<file path="src/rtl/median_window_feeder.sv">
// rtl/median_window_feeder.sv - header/pixel feeder for median windows (optional MEDIAN_FEEDER_WINDOW_CNT_EN)
module median_window_feeder #(
    parameter int WINDOW_SIZE    = 1024,
    parameter int MEDIAN_POS     = 512,
    parameter int BUFF_SIZE_BIT  = 16,
    parameter int DEFAULT_PIVOT  = 127,
    parameter int DEFAULT_SECOND = 0
) (
    input  logic                     clock,
    input  logic                     reset,
    input  logic                     enable,
    input  logic [7:0]               in_px,
    input  logic                     in_px_empty,
    output logic                     in_px_rd,
    output logic [7:0]               out_px,
    output logic                     out_px_wr,
    input  logic                     out_px_full,
    output logic [7:0]               out_pivot,
    output logic                     out_pivot_wr,
    input  logic                     out_pivot_full,
    output logic [BUFF_SIZE_BIT-1:0] out_buff_size,
    output logic                     out_buff_size_wr,
    input  logic                     out_buff_size_full,
    output logic [BUFF_SIZE_BIT-1:0] out_median_pos,
    output logic                     out_median_pos_wr,
    input  logic                     out_median_pos_full,
    output logic [7:0]               out_second_median_value,
    output logic                     out_second_median_value_wr,
    input  logic                     out_second_median_value_full,
`ifdef MEDIAN_FEEDER_WINDOW_CNT_EN
    output logic [15:0]              window_cnt,
    output logic                     window_done,
`endif
    output logic                     busy
);

    localparam logic [1:0] ST_IDLE   = 2'd0;
    localparam logic [1:0] ST_HDR    = 2'd1;
    localparam logic [1:0] ST_STREAM = 2'd2;

    localparam logic [BUFF_SIZE_BIT-1:0] LAST_IDX = BUFF_SIZE_BIT'(WINDOW_SIZE - 1);

    logic [1:0]               state;
    logic [BUFF_SIZE_BIT-1:0] px_count;
    logic                     hdr_wr;
    logic                     px_xfer;
    logic                     last_px;
    logic                     load_hdr;

    // Handshake decode: header goes out only as one atomic 4-token write, pixels pass straight through
    always_comb begin
        hdr_wr   = (state == ST_HDR) && !out_pivot_full && !out_buff_size_full
                   && !out_median_pos_full && !out_second_median_value_full;
        px_xfer  = (state == ST_STREAM) && !in_px_empty && !out_px_full;
        last_px  = px_xfer && (px_count == LAST_IDX);
        load_hdr = enable && ((state == ST_IDLE) || last_px);
    end

    assign in_px_rd                   = px_xfer;
    assign out_px_wr                  = px_xfer;
    assign out_px                     = in_px;
    assign out_pivot_wr               = hdr_wr;
    assign out_buff_size_wr           = hdr_wr;
    assign out_median_pos_wr          = hdr_wr;
    assign out_second_median_value_wr = hdr_wr;
    assign busy                       = (state != ST_IDLE);

    // Window sequencing: a window always runs to WINDOW_SIZE pixels once its header is out
    always_ff @(posedge clock) begin
        if (reset) begin
            state    <= ST_IDLE;
            px_count <= '0;
        end else begin
            case (state)
                ST_IDLE: begin
                    if (enable) begin
                        state    <= ST_HDR;
                        px_count <= '0;
                    end
                end
                ST_HDR: begin
                    if (hdr_wr) state <= ST_STREAM;
                end
                ST_STREAM: begin
                    if (last_px) begin
                        state    <= enable ? ST_HDR : ST_IDLE;
                        px_count <= '0;
                    end else if (px_xfer) begin
                        px_count <= px_count + 1'b1;
                    end
                end
                default: begin
                    state    <= ST_IDLE;
                    px_count <= '0;
                end
            endcase
        end
    end

    // Header token registers, reloaded with the per-window defaults whenever a header is entered
    always_ff @(posedge clock) begin
        if (reset) begin
            out_pivot               <= '0;
            out_buff_size           <= '0;
            out_median_pos          <= '0;
            out_second_median_value <= '0;
        end else if (load_hdr) begin
            out_pivot               <= 8'(DEFAULT_PIVOT);
            out_buff_size           <= BUFF_SIZE_BIT'(WINDOW_SIZE);
            out_median_pos          <= BUFF_SIZE_BIT'(MEDIAN_POS);
            out_second_median_value <= 8'(DEFAULT_SECOND);
        end
    end

`ifdef MEDIAN_FEEDER_WINDOW_CNT_EN
    // Completed-window counter (wraps naturally) and a registered pulse one cycle after each final pixel
    always_ff @(posedge clock) begin
        if (reset) begin
            window_cnt  <= '0;
            window_done <= 1'b0;
        end else begin
            window_done <= last_px;
            if (last_px) window_cnt <= window_cnt + 16'd1;
        end
    end
`endif

endmodule
</file>
<file path="config.mk">
export PLATFORM = sky130hd
export DESIGN_NAME = median_window_feeder
export DESIGN_NICKNAME = d
export VERILOG_FILES = /design/src/rtl/median_window_feeder.sv
export SDC_FILE = /design/constraint.sdc
export NUM_CORES = 1
export LEC_CHECK = 0
export BUFFER_PORTS_ARGS = -buffer_cell sky130_fd_sc_hd__buf_2
export CAP_MARGIN = 20
export CORE_ASPECT_RATIO = 1.1
export CORE_UTILIZATION = 48
export DETAILED_ROUTE_END_ITERATION = 6
export PLACE_DENSITY = 0.85
export SLEW_MARGIN = 20
export SYNTH_ARGS = -nofsm -noshare
export SYNTH_HDL_FRONTEND = slang
export SYNTH_SLANG_ARGS = --single-unit
</file>
<file path="constraint.sdc">
create_clock -name clock -period 3.32 [get_ports clock]
set_clock_uncertainty 0.1 [all_clocks]
set_input_delay 0.332 -clock clock [delete_from_list [all_inputs] [get_ports clock]]
set_output_delay 0.332 -clock clock [all_outputs]
set_load 0.01 [all_outputs]
</file>
After elaboration in Yosys (flattened, before gate mapping)
Cells that the tools add are included.
{"block": "classes", "bitwise": 1, "n_addsub": 1, "reduce_logical": 19, "n_eq_ne": 7, "muxes": 9}
{"operator": "2-to-1 mux 16 bit", "n": 3}
{"operator": "one-hot mux 16 bit (3 select lines)", "n": 1}
{"operator": "adder 16 x 1 -> 16 bit (second input constant)", "n": 1}
{"operator": "== test 16 x 10 -> 1 bit (second input constant)", "n": 1}
{"operator": "logical AND 1 bit", "n": 8}
{"operator": "zero test 1 bit", "n": 6}
{"operator": "2-to-1 mux 2 bit", "n": 3}
{"operator": "!= test 2 bit (second input constant)", "n": 3}
{"operator": "one-hot mux 2 bit (3 select lines)", "n": 1}
{"operator": "AND reduction 3 bit", "n": 2}
{"operator": "!= test 3 bit (second input constant)", "n": 1}
{"operator": "== test 2 x 1 -> 1 bit (second input constant)", "n": 1}
{"operator": "== test 2 bit (second input constant)", "n": 1}
{"operator": "zero test 2 bit", "n": 1}
{"operator": "nonzero test 2 bit", "n": 1}
{"operator": "logical OR 1 bit", "n": 1}
{"operator": "2-to-1 mux 1 bit", "n": 1}
{"operator": "inverter 1 bit", "n": 1}
{"block": "totals", "ff_bits": 20, "elab_cells": 41, "output_inout_bits": 63, "inputBits": 17}

Depth between registers and ports, before layout
{"block": "depth", "depth_word": 7, "depth_mapped": 7, "mapped_depth_nobuf": 6}

Least setup slack after synthesis
No wires, ideal clock.
{"block": "synth_path", "path_kind": "reg2reg", "start": "register px_count[0]", "end": "register px_count[3]", "t_arrival_ns": 1.461, "n_path_buf": 1, "synth_period_minus_slack_ns": 1.630, "stages_incl_launch_ff": 8, "setup_time_ns": 0.069, "required_time_ns": 3.151, "slack_ns": 1.690, "cell_sequence": "dfxtp_1 > ha_1 > and3_2 > and4_1 > buf_6 > a21oi_4 > nand3_1 > o21ai_1"}
{"block": "synth_between", "elab_chain_len": 4, "elab_cells_between_ends": 8, "cone_classes": "add/sub: 1; eq/ne: 2; mux: 3; reduce/logical: 2"}
{"element": "start, declared", "line_no": "44", "rtl": "logic [BUFF_SIZE_BIT-1:0] px_count;"}
{"element": "start signal, assigned", "line_no": "89", "rtl": "px_count <= px_count + 1'b1;"}
{"element": "adder 16 x 1 -> 16 bit / == test 16 x 10 -> 1 bit (equally long branches)", "line_no": "89, 55"}
{"element": "2-to-1 mux 16 bit / logical AND 1 bit (equally long branches)", "line_no": "88, 55"}
{"element": "2-to-1 mux 16 bit / != test 3 bit (equally long branches)"}
{"element": "one-hot mux 16 bit (3 select lines) / AND reduction 3 bit (equally long branches)"}
Several ways; a longest one is shown, not always the timed one. The select of a mux whose other input is x is not followed.
A chain may end at the register's enable or synchronous reset.

Worst setup path in the final report
{"block": "layout_path", "start": "register px_count[0]", "end": "register px_count[10]"}
The elaborated chain is that of the path after synthesis.

==> run_summary.xml <==
<?xml version="1.0" encoding="UTF-8"?>
<metrics>
  <group name="synthesis">
    <metric name="asyncSetResetFlopFracSynth" unit="">0</metric>
    <metric name="synth_top_family_by_area" unit="">buffers and inverters</metric>
    <metric name="fraction_of_the_mapped_netlist_area_in_compound_gates" unit="">0.105</metric>
    <metric name="synth_flop_cell" unit="">sky130_fd_sc_hd__dfxtp_1</metric>
    <metric name="syn-instance-count" unit="">180</metric>
    <metric name="synth.cell_area" unit="µm²">1470</metric>
    <metric name="synth_area_leaders" unit="">sky130_fd_sc_hd__buf_4 31%, sky130_fd_sc_hd__dfxtp_1 26%, sky130_fd_sc_hd__nor2_1 4.9%</metric>
    <metric name="synthTopCellsByCount" unit="">60 x sky130_fd_sc_hd__buf_4, 19 x sky130_fd_sc_hd__dfxtp_1, 19 x sky130_fd_sc_hd__nor2_1</metric>
    <metric name="yosys.cell_count.top_type" unit="">sky130_fd_sc_hd__buf_4</metric>
    <metric name="yosysTopAreaCellShare" unit="">0.307</metric>
    <metric name="xor_xnor_fraction_of_synth_area" unit="">0.0538</metric>
    <metric name="synth_enable_flop_cells" unit="">0</metric>
    <metric name="number_of_library_cell_types_mapped_by_synthesis" unit="">35</metric>
    <metric name="post_synth_mux_area_share" unit="">0</metric>
    <metric name="synth.yosys.seq_area_share" unit="">0.259</metric>
    <metric name="synthDominantAreaCellType" unit="">sky130_fd_sc_hd__buf_4</metric>
    <metric name="syn_area_per_cell" unit="µm²">8.15</metric>
    <metric name="synth-simple-area-share" unit="">0.235</metric>
    <metric name="yosys_reg_bits" unit="">19</metric>
    <metric name="yosys_warnings" unit="">0</metric>
    <metric name="post_synth_fa_ha_maj_area_fraction" unit="">0.00853</metric>
  </group>
  <group name="sta">
    <metric name="fin_tns_setup" unit="ps">0</metric>
    <metric name="fmax" unit="GHz">0.537</metric>
    <metric name="layout_min_cycle_time" unit="ps">1860</metric>
    <metric name="finalHoldViolCount" unit="">0</metric>
    <metric name="rsz_0062_raised_after_global_routing" unit="">false</metric>
    <metric name="final-setup-viol-count" unit="">0</metric>
    <metric name="final-max-slew-violation-count" unit="">0</metric>
    <metric name="hold-worst-slack" unit="ps">260</metric>
    <metric name="final_min_period_over_clock_period" unit="">0.561</metric>
  </group>
  <group name="clock_network">
    <metric name="cts.sinks" unit="">19</metric>
    <metric name="ctsLongestPathBuffers" unit="">2</metric>
    <metric name="worst_setup_hold_path_clk_slew" unit="ps">110</metric>
    <metric name="clock_tree_from_tritoncts" unit="">done</metric>
    <metric name="post_cts_buffers" unit="">0</metric>
    <metric name="clk_root_buffer_cell" unit="">sky130_fd_sc_hd__clkbuf_4</metric>
    <metric name="cts.htree.levels" unit="">1</metric>
    <metric name="postCtsResizedCells" unit="">0</metric>
    <metric name="numCtsBuffers" unit="">3</metric>
    <metric name="insertion_delay" unit="ps">300</metric>
    <metric name="hold_buffers" unit="">0</metric>
  </group>
  <group name="critical_path">
    <metric name="critical_path.top_delay_family" unit="">simple AND/OR/NAND/NOR gates</metric>
    <metric name="crit_type" unit="">flop to flop</metric>
    <metric name="critical_path_peak_fanout" unit="">9</metric>
    <metric name="worst_path_cell_trace" unit="">ha_1 &gt; and3_2 &gt; and4_1 &gt; a21oi_4 &gt; nor2_4 &gt; nor2_1</metric>
    <metric name="critPathMaxStageDelay" unit="ps">440</metric>
    <metric name="critPathBufInv" unit="">0</metric>
    <metric name="timing.critical_path.from_type" unit="">flop</metric>
    <metric name="worstPathRequired" unit="ps">3420</metric>
    <metric name="critical_path.endpoint_type" unit="">flop</metric>
    <metric name="slowest_stage" unit="">sky130_fd_sc_hd__and4_1</metric>
    <metric name="worst-endpoint-arrival" unit="ps">1960</metric>
  </group>
  <group name="floorplanning">
    <metric name="die_area" unit="µm²">3280</metric>
    <metric name="start_util" unit="">0.519</metric>
    <metric name="die_width" unit="µm">54.7</metric>
    <metric name="design.core.area" unit="µm²">2830</metric>
    <metric name="row_count" unit="">20</metric>
    <metric name="die_y" unit="µm">60.0</metric>
    <metric name="io-pin-count" unit="">80</metric>
  </group>
  <group name="global_route">
    <metric name="first_global_vias" unit="">871</metric>
    <metric name="grt_pass1_wl" unit="µm">3660</metric>
    <metric name="grt_overflow" unit="">0</metric>
    <metric name="pin_count_of_the_biggest_net_entering_global_routing" unit="">12</metric>
    <metric name="antenna_found_initial" unit="">0</metric>
    <metric name="global_route.usage.total" unit="">0.153</metric>
  </group>
  <group name="detailed_routing">
    <metric name="drt_pre_antenna_iters" unit="">4</metric>
    <metric name="antenna_violating_nets_post_route" unit="">0</metric>
    <metric name="wire_per_inst" unit="µm">10.4</metric>
    <metric name="route.detailed.vias_per_inst" unit="">4.80</metric>
    <metric name="route.detailed.drc" unit="">0</metric>
    <metric name="detail_route.wirelength" unit="µm">2260</metric>
    <metric name="routed-via-count" unit="">1036</metric>
    <metric name="detail_route.iter0.violations" unit="">22</metric>
  </group>
  <group name="placement">
    <metric name="routability_driven_placement_congestion_ratio" unit="">0.801</metric>
    <metric name="placement.io_buffers" unit="">24</metric>
    <metric name="hpwl" unit="µm">1760</metric>
  </group>
  <group name="power">
    <metric name="fin_total_pwr" unit="µW">425</metric>
    <metric name="power.combinational.fraction" unit="">0.173</metric>
    <metric name="ir_drop" unit="µV">196</metric>
    <metric name="static-leakage-power" unit="µW">0.000596</metric>
    <metric name="power.net_switching" unit="µW">128</metric>
    <metric name="power.sequential.fraction" unit="">0.550</metric>
    <metric name="pwr-share-clk" unit="">0.277</metric>
    <metric name="power_report.internal_total" unit="µW">297</metric>
    <metric name="power_density" unit="nW/µm²">323</metric>
    <metric name="power_switching_share" unit="">0.302</metric>
  </group>
  <group name="run">
    <metric name="maxCapViolations" unit="">0</metric>
  </group>
  <group name="cells_and_area">
    <metric name="nets" unit="">202</metric>
    <metric name="antenna-diode-count" unit="">0</metric>
    <metric name="layout.filler_cells" unit="">293</metric>
    <metric name="final_layout_size_suffix_gt1_frac" unit="">0.208</metric>
    <metric name="final_util" unit="">0.465</metric>
    <metric name="area.growth.synth_to_final" unit="%">-10.4</metric>
  </group>
  <group name="outcome">
    <metric name="outcome" unit="">finished clean</metric>
  </group>
  <group name="worst_hold_path">
    <metric name="worstHoldPathType" unit="">primary input to flop</metric>
  </group>
</metrics>
-- sequential cells by signal, summed over array words and instances (netlist names) --
name / count
out_pivot: 1
px_count: 16
state: 2
-- power groups by stage --
stage	combinational [µW]	sequential (µW)	clock, µW
finish	73.4	234	118
global route	83.2	235	131
CTS	72.7	234	121
detailed placement	72.6	239	0
global placement	71.7	239	0
floorplan	112	239	0
-- area by class of cell --
cell class              instances  area [µm²]  area share
clock buffers                   3        22.5      0.0171
well taps                      33        41.3      0.0314
inverters                       2        7.51     0.00571
repair buffers                 24         120      0.0914
multi-input cells             134         737       0.561
clock inverters                 1        5.00     0.00381
flip-flops and latches         19         380       0.290
-- stage by stage --
step           cell area, µm²  setup slack, ps  std cells
3_5_place_dp             1290             1470        212
3_3_place_gp             1290             1520        212
5_1_grt                  1310             1290        216
4_1_cts                  1310             1450        216
2_1_floorplan            1610             1690        218
6_report                 1310             1460        216
-- per-layer routing --
metal / part of all wire / track usage / wire, µm / up-vias
met1: 0.40 / 0.190 / 912 / 468
met5: 0 / 0 / 0 / -
met2: 0.51 / 0.246 / 1140 / 51
met3: 0.077 / 0.0331 / 173 / 4
met4: 0.012 / 0.0659 / 28 / 0
li1: - / - / - / 513
-- path summary, 6_finish.rpt --
check	slack, ps	startpoint	cells after the start	endpoint
worst max-delay path	1460	px_count[0]$_SDFFE_PP0P_	6	px_count[10]$_SDFFE_PP0P_
worst min-delay path	260	reset	2	state[1]$_SDFFE_PP0P_
worst max register to register	1460	px_count[0]$_SDFFE_PP0P_	6	px_count[10]$_SDFFE_PP0P_
worst min register to register	390	px_count[1]$_SDFFE_PP0P_	2	px_count[1]$_SDFFE_PP0P_
-- cell usage in the layout (no fill, tap or decap), types with 4 or more instances in the layout --
cell                      synthesis  layout
sky130_fd_sc_hd__a21oi_1          6       6
sky130_fd_sc_hd__buf_2            0      24
sky130_fd_sc_hd__conb_1           1      39
sky130_fd_sc_hd__dfxtp_1         19      19
sky130_fd_sc_hd__nand2_1         10      10
sky130_fd_sc_hd__nand3_1          5       5
sky130_fd_sc_hd__nand4_1          6       6
sky130_fd_sc_hd__nor2_1          19      19
sky130_fd_sc_hd__nor3_1           5       5
sky130_fd_sc_hd__xnor2_1          5       5
sky130_fd_sc_hd__xor2_1           4       4
-- logic make-up after synthesis --
family | after synthesis
other | 1
buffers and inverters | 65
adder cells (fa/ha/maj) | 1
XOR/XNOR | 9
AO/OA/AOI/OAI | 21
AND/OR/NAND/NOR | 64
flip-flops | 19
Power figures use the tool's default switching activity.
